$ cat src/rtl/coverfloat_vector_sequencer.sv
// Cover-vector sequencer: buffers packed vectors from a stream source in a
// small FIFO, unpacks each one into registered fields for the coverage
// sampler, counts sampler handshakes and tracks end-of-stream.
//
// state | meaning
// IDLE  | waiting for start; input and output stage inactive
// RUN   | accepting vectors and feeding the sampler
// DRAIN | final vector accepted; emptying FIFO and output stage
// DONE  | stream fully consumed; held until reset
module coverfloat_vector_sequencer #(
  parameter int DEPTH  = 4,
  parameter int OP_W   = 32,
  parameter int RM_W   = 8,
  parameter int OPND_W = 128,
  parameter int FMT_W  = 8,
  parameter int EXC_W  = 8,
  parameter int IX_W   = 32,
  parameter int IM_W   = 192,
  localparam int VEC_W = OP_W + RM_W + 4*OPND_W + 2*FMT_W + EXC_W + 3 + 1 + IX_W + IM_W
) (
  input  logic              clk,
  input  logic              reset,
  input  logic              start,
  input  logic              en,
  input  logic              in_valid,
  output logic              in_ready,
  input  logic [VEC_W-1:0]  in_vector,
  input  logic              in_last,
  output logic              out_valid,
  input  logic              out_ready,
  output logic [OP_W-1:0]   op,
  output logic [RM_W-1:0]   rm,
  output logic [OPND_W-1:0] a,
  output logic [OPND_W-1:0] b,
  output logic [OPND_W-1:0] c,
  output logic [FMT_W-1:0]  operandFmt,
  output logic [OPND_W-1:0] result,
  output logic [FMT_W-1:0]  resultFmt,
  output logic [EXC_W-1:0]  exceptionBits,
  output logic              intermS,
  output logic [IX_W-1:0]   intermX,
  output logic [IM_W-1:0]   intermM,
  output logic [31:0]       vectornum,
  output logic              cnt_wrap,
  output logic              discard_err,
  output logic              busy,
  output logic              done
);

  localparam int AW    = $clog2(DEPTH);
  // Field LSB positions inside the packed vector (intermM sits at bit 0)
  localparam int L_IX  = IM_W;
  localparam int L_IS  = L_IX + IX_W;
  localparam int L_DIS = L_IS + 1;
  localparam int L_EXC = L_DIS + 3;
  localparam int L_RF  = L_EXC + EXC_W;
  localparam int L_RES = L_RF + FMT_W;
  localparam int L_OF  = L_RES + OPND_W;
  localparam int L_C   = L_OF + FMT_W;
  localparam int L_B   = L_C + OPND_W;
  localparam int L_A   = L_B + OPND_W;
  localparam int L_RM  = L_A + OPND_W;
  localparam int L_OP  = L_RM + RM_W;
  localparam int HI_W  = VEC_W - L_EXC;

  typedef enum logic [1:0] {S_IDLE, S_RUN, S_DRAIN, S_DONE} state_t;

  state_t              r_state;
  state_t              w_next;
  logic [VEC_W-1:0]    r_mem [DEPTH];
  logic [AW-1:0]       r_wr_ptr;
  logic [AW-1:0]       r_rd_ptr;
  logic [AW:0]         r_count;
  logic                r_out_valid;
  logic [HI_W-1:0]     r_hi;
  logic [L_DIS-1:0]    r_lo;
  logic [31:0]         r_vectornum;
  logic                r_cnt_wrap;
  logic                r_discard_err;

  logic                w_empty;
  logic                w_full;
  logic                w_push;
  logic                w_load;
  logic                w_hs;
  logic                w_active;
  logic [VEC_W-1:0]    w_head;

  assign w_empty  = (r_count == '0);
  assign w_full   = (r_count == (AW+1)'(DEPTH));
  assign w_active = (r_state == S_RUN) || (r_state == S_DRAIN);
  assign in_ready = (r_state == S_RUN) && !w_full;
  assign w_push   = in_valid && in_ready;
  // Load decision uses the pre-edge count, so a fresh push never bypasses.
  assign w_load   = en && !w_empty && (!r_out_valid || out_ready) && w_active;
  assign w_hs     = r_out_valid && out_ready;
  assign w_head   = r_mem[r_rd_ptr];

  // State register
  always_ff @(posedge clk) begin
    if (reset) r_state <= S_IDLE;
    else       r_state <= w_next;
  end

  // Next-state logic
  always_comb begin
    w_next = r_state;
    case (r_state)
      S_IDLE:  if (start) w_next = S_RUN;
      S_RUN:   if (w_push && in_last) w_next = S_DRAIN;
      S_DRAIN: if (w_empty && !r_out_valid) w_next = S_DONE;
      S_DONE:  w_next = S_DONE;
      default: w_next = S_IDLE;
    endcase
  end

  // FIFO pointers and occupancy
  always_ff @(posedge clk) begin
    if (reset) begin
      r_wr_ptr <= '0;
      r_rd_ptr <= '0;
      r_count  <= '0;
    end else begin
      if (w_push) r_wr_ptr <= r_wr_ptr + AW'(1);
      if (w_load) r_rd_ptr <= r_rd_ptr + AW'(1);
      if (w_push && !w_load)      r_count <= r_count + (AW+1)'(1);
      else if (!w_push && w_load) r_count <= r_count - (AW+1)'(1);
    end
  end

  // FIFO storage; contents are don't-care while the pointers say empty
  always_ff @(posedge clk) begin
    if (!reset && w_push) r_mem[r_wr_ptr] <= in_vector;
  end

  // Output stage: pop and unpack on load, drop valid on a bare handshake
  always_ff @(posedge clk) begin
    if (reset) begin
      r_out_valid <= 1'b0;
      r_hi        <= '0;
      r_lo        <= '0;
    end else if (w_load) begin
      r_out_valid <= 1'b1;
      r_hi        <= w_head[VEC_W-1:L_EXC];
      r_lo        <= w_head[L_DIS-1:0];
    end else if (w_hs) begin
      r_out_valid <= 1'b0;
    end
  end

  // Handshake counter and sticky status flags
  always_ff @(posedge clk) begin
    if (reset) begin
      r_vectornum   <= '0;
      r_cnt_wrap    <= 1'b0;
      r_discard_err <= 1'b0;
    end else begin
      if (w_hs) begin
        r_vectornum <= r_vectornum + 32'd1;
        if (r_vectornum == '1) r_cnt_wrap <= 1'b1;
      end
      if (w_load && (w_head[L_DIS +: 3] != 3'b000)) r_discard_err <= 1'b1;
    end
  end

  assign out_valid     = r_out_valid;
  assign op            = r_hi[L_OP  - L_EXC +: OP_W];
  assign rm            = r_hi[L_RM  - L_EXC +: RM_W];
  assign a             = r_hi[L_A   - L_EXC +: OPND_W];
  assign b             = r_hi[L_B   - L_EXC +: OPND_W];
  assign c             = r_hi[L_C   - L_EXC +: OPND_W];
  assign operandFmt    = r_hi[L_OF  - L_EXC +: FMT_W];
  assign result        = r_hi[L_RES - L_EXC +: OPND_W];
  assign resultFmt     = r_hi[L_RF  - L_EXC +: FMT_W];
  assign exceptionBits = r_hi[0 +: EXC_W];
  assign intermS       = r_lo[L_IS];
  assign intermX       = r_lo[L_IX +: IX_W];
  assign intermM       = r_lo[0 +: IM_W];
  assign vectornum     = r_vectornum;
  assign cnt_wrap      = r_cnt_wrap;
  assign discard_err   = r_discard_err;
  assign busy          = w_active;
  assign done          = (r_state == S_DONE);

endmodule

$ cat config.mk
export PLATFORM = sky130hd
export DESIGN_NAME = coverfloat_vector_sequencer
export DESIGN_NICKNAME = d
export VERILOG_FILES = /design/src/rtl/coverfloat_vector_sequencer.sv
export SDC_FILE = /design/constraint.sdc
export NUM_CORES = 2
export LEC_CHECK = 0
export CAP_MARGIN = 20
export CORE_AREA = 8 8 642 644
export DETAILED_ROUTE_END_ITERATION = 6
export DIE_AREA = 0 0 650 652
export GPL_ROUTABILITY_DRIVEN = 0
export PLACE_DENSITY = 0.63
export SLEW_MARGIN = 10
export SYNTH_ARGS = -nofsm -noshare
export SYNTH_HDL_FRONTEND = slang
export SYNTH_SLANG_ARGS = --single-unit
export TNS_END_PERCENT = 100
$ cat constraint.sdc
create_clock -name clk -period 64.3 [get_ports clk]
set_input_delay 19.29 -clock clk [delete_from_list [all_inputs] [get_ports clk]]
set_output_delay 19.29 -clock clk [all_outputs]
set_load 0.005 [all_outputs]
==> flow_summary.ini <==
[clock_tree]
cts_tree = built
cts-hold-fix-buffers = 0
cts_buffers = 411
cts_root_buf = clkbuf_16
cts_resized = 0
cts.sinks = 4063
cts.htree.levels = 5
clk_latency_ns = 0.96
cts.clk_slew.worst_paths_ns = 0.06
cts_max_path_buffers = 4
postCtsSetupRepairBufs = 0

[sta]
rsz0062_at_grt = no
tightest_slew_ns = 1.20
hold_ws_ns = 0.453
fin_skew_ns = 0.0697
setup_viol = 0
slew_violations = 0
period_needed_ns = 24.42
finalHoldViolCount = 0
fmax_mhz = 41.0
finalSetupTns_ns = 0
min_period_over_period = 0.380
fin_ws_ns = 39.88
slew_headroom = 0.200

[floorplanning]
num_io_pins = 1650
die_h_um = 652
die_area_um2 = 424000
core_area_um2 = 401000
start_util = 0.362
rows = 233
die_x_um = 650

[worst_setup_path]
crit_path_end_kind = flip-flop
critPathKind = input port to flip-flop
cpMaxStageDelayCell = buf_4
critical-path-top-delay-family = buffers and inverters
cp-start-kind = input port
crit_chain = clkdlybuf4s50_1 > nand3_1 > nor2_1 > and2_4 > buf_4 > buf_4 > buf_4 > buf_4 > buf_4
cp_max_fo = 60
cp.required_ns = 64.83
worstPathArrival_ns = 24.95
crit_top_cell = buf_4
worst-path-buf-inv = 6
cp_slowest_stage_delay_ns = 0.86

[routing]
num_vias = 78968
wl_per_cell_um = 27.7
wirelength_um = 427000
avgViaCountPerCell = 5.12
ant_nets = 0
drt_iter0_drc = 6947
first_pass_iters = 5
drc = 0

[yosys]
synthSimpleGateAreaFrac = 0.0465
syn_area_per_cell_um2 = 18.3
ys.flop_type = edfxtp_1
syn-cell-area_um2 = 145000
synthCells = 7945
synth_top_family_by_area = multiplexers
ys_async_sr_fraction = 0
ys_seq_area_frac = 0.781
syn_nets = 8769
synthAdderAreaFrac = 0.00117
ys_warn_count = 0
synth_compound_area_frac = 0.0291
ys_types = 44
synth_edf_count = 3216
synth_xor_xnor_area_share = 0.000964
muxShareOfSynthArea = 0.125
synth_seq_cells = 4063

[global_route]
grt_pass1_wl_um = 599000
grt_use_met2 = 0.339
track_usage = 0.193
grt_max_degree = 169
grt_pass1_vias = 81483
use_met1 = 0.222
gr-usage-met3 = 0.0501
overflow = 0
antenna_found_initial = 187
grt-busiest-layer = met2

[final_layout]
area_delta_synth_final_pct = 24.6
nets = 10494
fillers = 34200
drive_above_1_share = 0.154

[power]
p_leak_nw = 55.5
ir_worst_vdd_uv = 31.5
cellPowerDensity_nw_per_um2 = 35.7
finalPower_mw = 6.47

[job]
cap_violations = 0

[status]
status = completed

[worst_hold_path]
hp-class = flip-flop to flip-flop

[placement]
dp_hpwl_um = 287000
preCtsSetupSlack_ns = 38.84
io_buffers = 1649
## sequential cells by signal (all words and copies together), names as in the netlist, 2 cells and up, named ones only
| signal | count |
|---|---|
| r_count | 3 |
| r_hi | 576 |
| r_lo | 225 |
| r_mem | 3216 |
| r_rd_ptr | 2 |
| r_state | 2 |
| r_wr_ptr | 2 |
| vectornum | 32 |
## placed cells by master, fill, tap and decap left out, types with 9 or more instances in the layout
master,count
nand3_1,15
xor2_1,13
clkinv_16,9
mux4_2,801
inv_6,9
inv_1,12
clkdlybuf4s50_1,1648
edfxtp_1,3216
nor2_1,26
buf_4,109
clkinv_1,38
clkbuf_8,48
diode_2,95
dfxtp_1,845
nand4_1,10
clkinvlp_4,13
bufinv_16,24
clkbuf_16,414
ha_1,12
inv_16,11
or3_1,9
buf_12,10
clkinv_2,65
clkbuf_1,137
nand2_1,1614
a21oi_1,822
## Yosys cell counts, types with 4 or more instances
| cell type | number | area [um2] |
|---|---|---|
| a21oi_1 | 822 | 4110 |
| and2_1 | 6 | 37.5 |
| and3_1 | 6 | 37.5 |
| and4_1 | 6 | 52.6 |
| buf_1 | 45 | 169 |
| buf_2 | 164 | 821 |
| buf_4 | 25 | 188 |
| buf_6 | 37 | 417 |
| clkbuf_1 | 189 | 709 |
| dfxtp_1 | 847 | 17000 |
| edfxtp_1 | 3216 | 96600 |
| ha_1 | 12 | 150 |
| inv_1 | 12 | 45.0 |
| mux2_1 | 4 | 45.0 |
| mux4_2 | 801 | 18000 |
| nand2_1 | 1614 | 6060 |
| nand3_1 | 15 | 75.1 |
| nand4_1 | 10 | 62.6 |
| nor2_1 | 26 | 97.6 |
| nor2b_1 | 8 | 50.1 |
| nor4_1 | 7 | 43.8 |
| o21ai_0 | 8 | 40.0 |
| o31ai_1 | 7 | 52.6 |
| or3_1 | 9 | 56.3 |
| or4_1 | 8 | 60.1 |
| xor2_1 | 13 | 114 |
## report_power, final
group	leakage (nW)	switching, mW	internal (mW)	total (mW)
sequential	35.8	0.0909	3.00	3.09
clock	6.58	1.02	1.35	2.37
combinational	13.1	0.540	0.468	1.01
## metal layers
metal | wire [um] | part of all wire
met5 | 566 | 0.0013
met4 | 19000 | 0.044
met3 | 32000 | 0.075
met2 | 220000 | 0.52
met1 | 156000 | 0.36
## layout make-up
| class | count | area (um2) | share of cell area |
|---|---|---|---|
| sequential | 4063 | 114000 | 0.627 |
| clock buffer | 599 | 11500 | 0.0637 |
| timing repair buffer | 1772 | 17600 | 0.0974 |
| antenna | 95 | 238 | 0.00131 |
| clock inverter | 180 | 1990 | 0.0110 |
| multi-input combinational | 3409 | 29400 | 0.163 |
| inverter | 13 | 56.3 | 0.000311 |
| tap | 5287 | 6620 | 0.0365 |
## worst paths after layout
path	slack, ns	start	cells past startpoint	to
worst max-delay path	39.88	in_valid	9	r_mem[0][608]$_DFFE_PP_
worst min-delay path	0.45	r_hi[187]$_SDFFE_PP0P_	2	r_hi[187]$_SDFFE_PP0P_
worst max register to register	58.03	r_state[1]$_SDFFE_PP0P_	10	r_mem[0][608]$_DFFE_PP_
worst min register to register	0.45	r_hi[187]$_SDFFE_PP0P_	2	r_hi[187]$_SDFFE_PP0P_
## metrics by stage
| step | area, um2 | utilization | cells |
|---|---|---|---|
| finish | 181000 | 0.451 | 15418 |
| global route | 181000 | 0.451 | 15386 |
| CTS | 181000 | 0.450 | 15319 |
| detailed placement | 167000 | 0.416 | 14540 |
| global placement | 167000 | 0.416 | 14540 |
| floorplan | 145000 | - | 7945 |
## cells by family (layout without fill, tap and decap cells)
| group | count (synthesis) | count (layout) |
|---|---|---|
| DFF | 4063 | 4063 |
| AOI/OAI and AO/OA | 840 | 840 |
| xor gates and xnor gates | 16 | 16 |
| buffers and inverters | 473 | 2564 |
| other | 0 | 95 |
| adders and majority gates | 13 | 13 |
| muxes | 810 | 810 |
| and+or+nand+nor | 1730 | 1730 |
## worst register-to-register path, delay by kind of cell, from the launching register on
kind	cells	cell delay, ns
buffers and inverters	6	4.00
and+or+nand+nor	3	1.30
DFF	1	0.33
adders and majority gates	1	0.20
(Power assumes the default switching activity.)
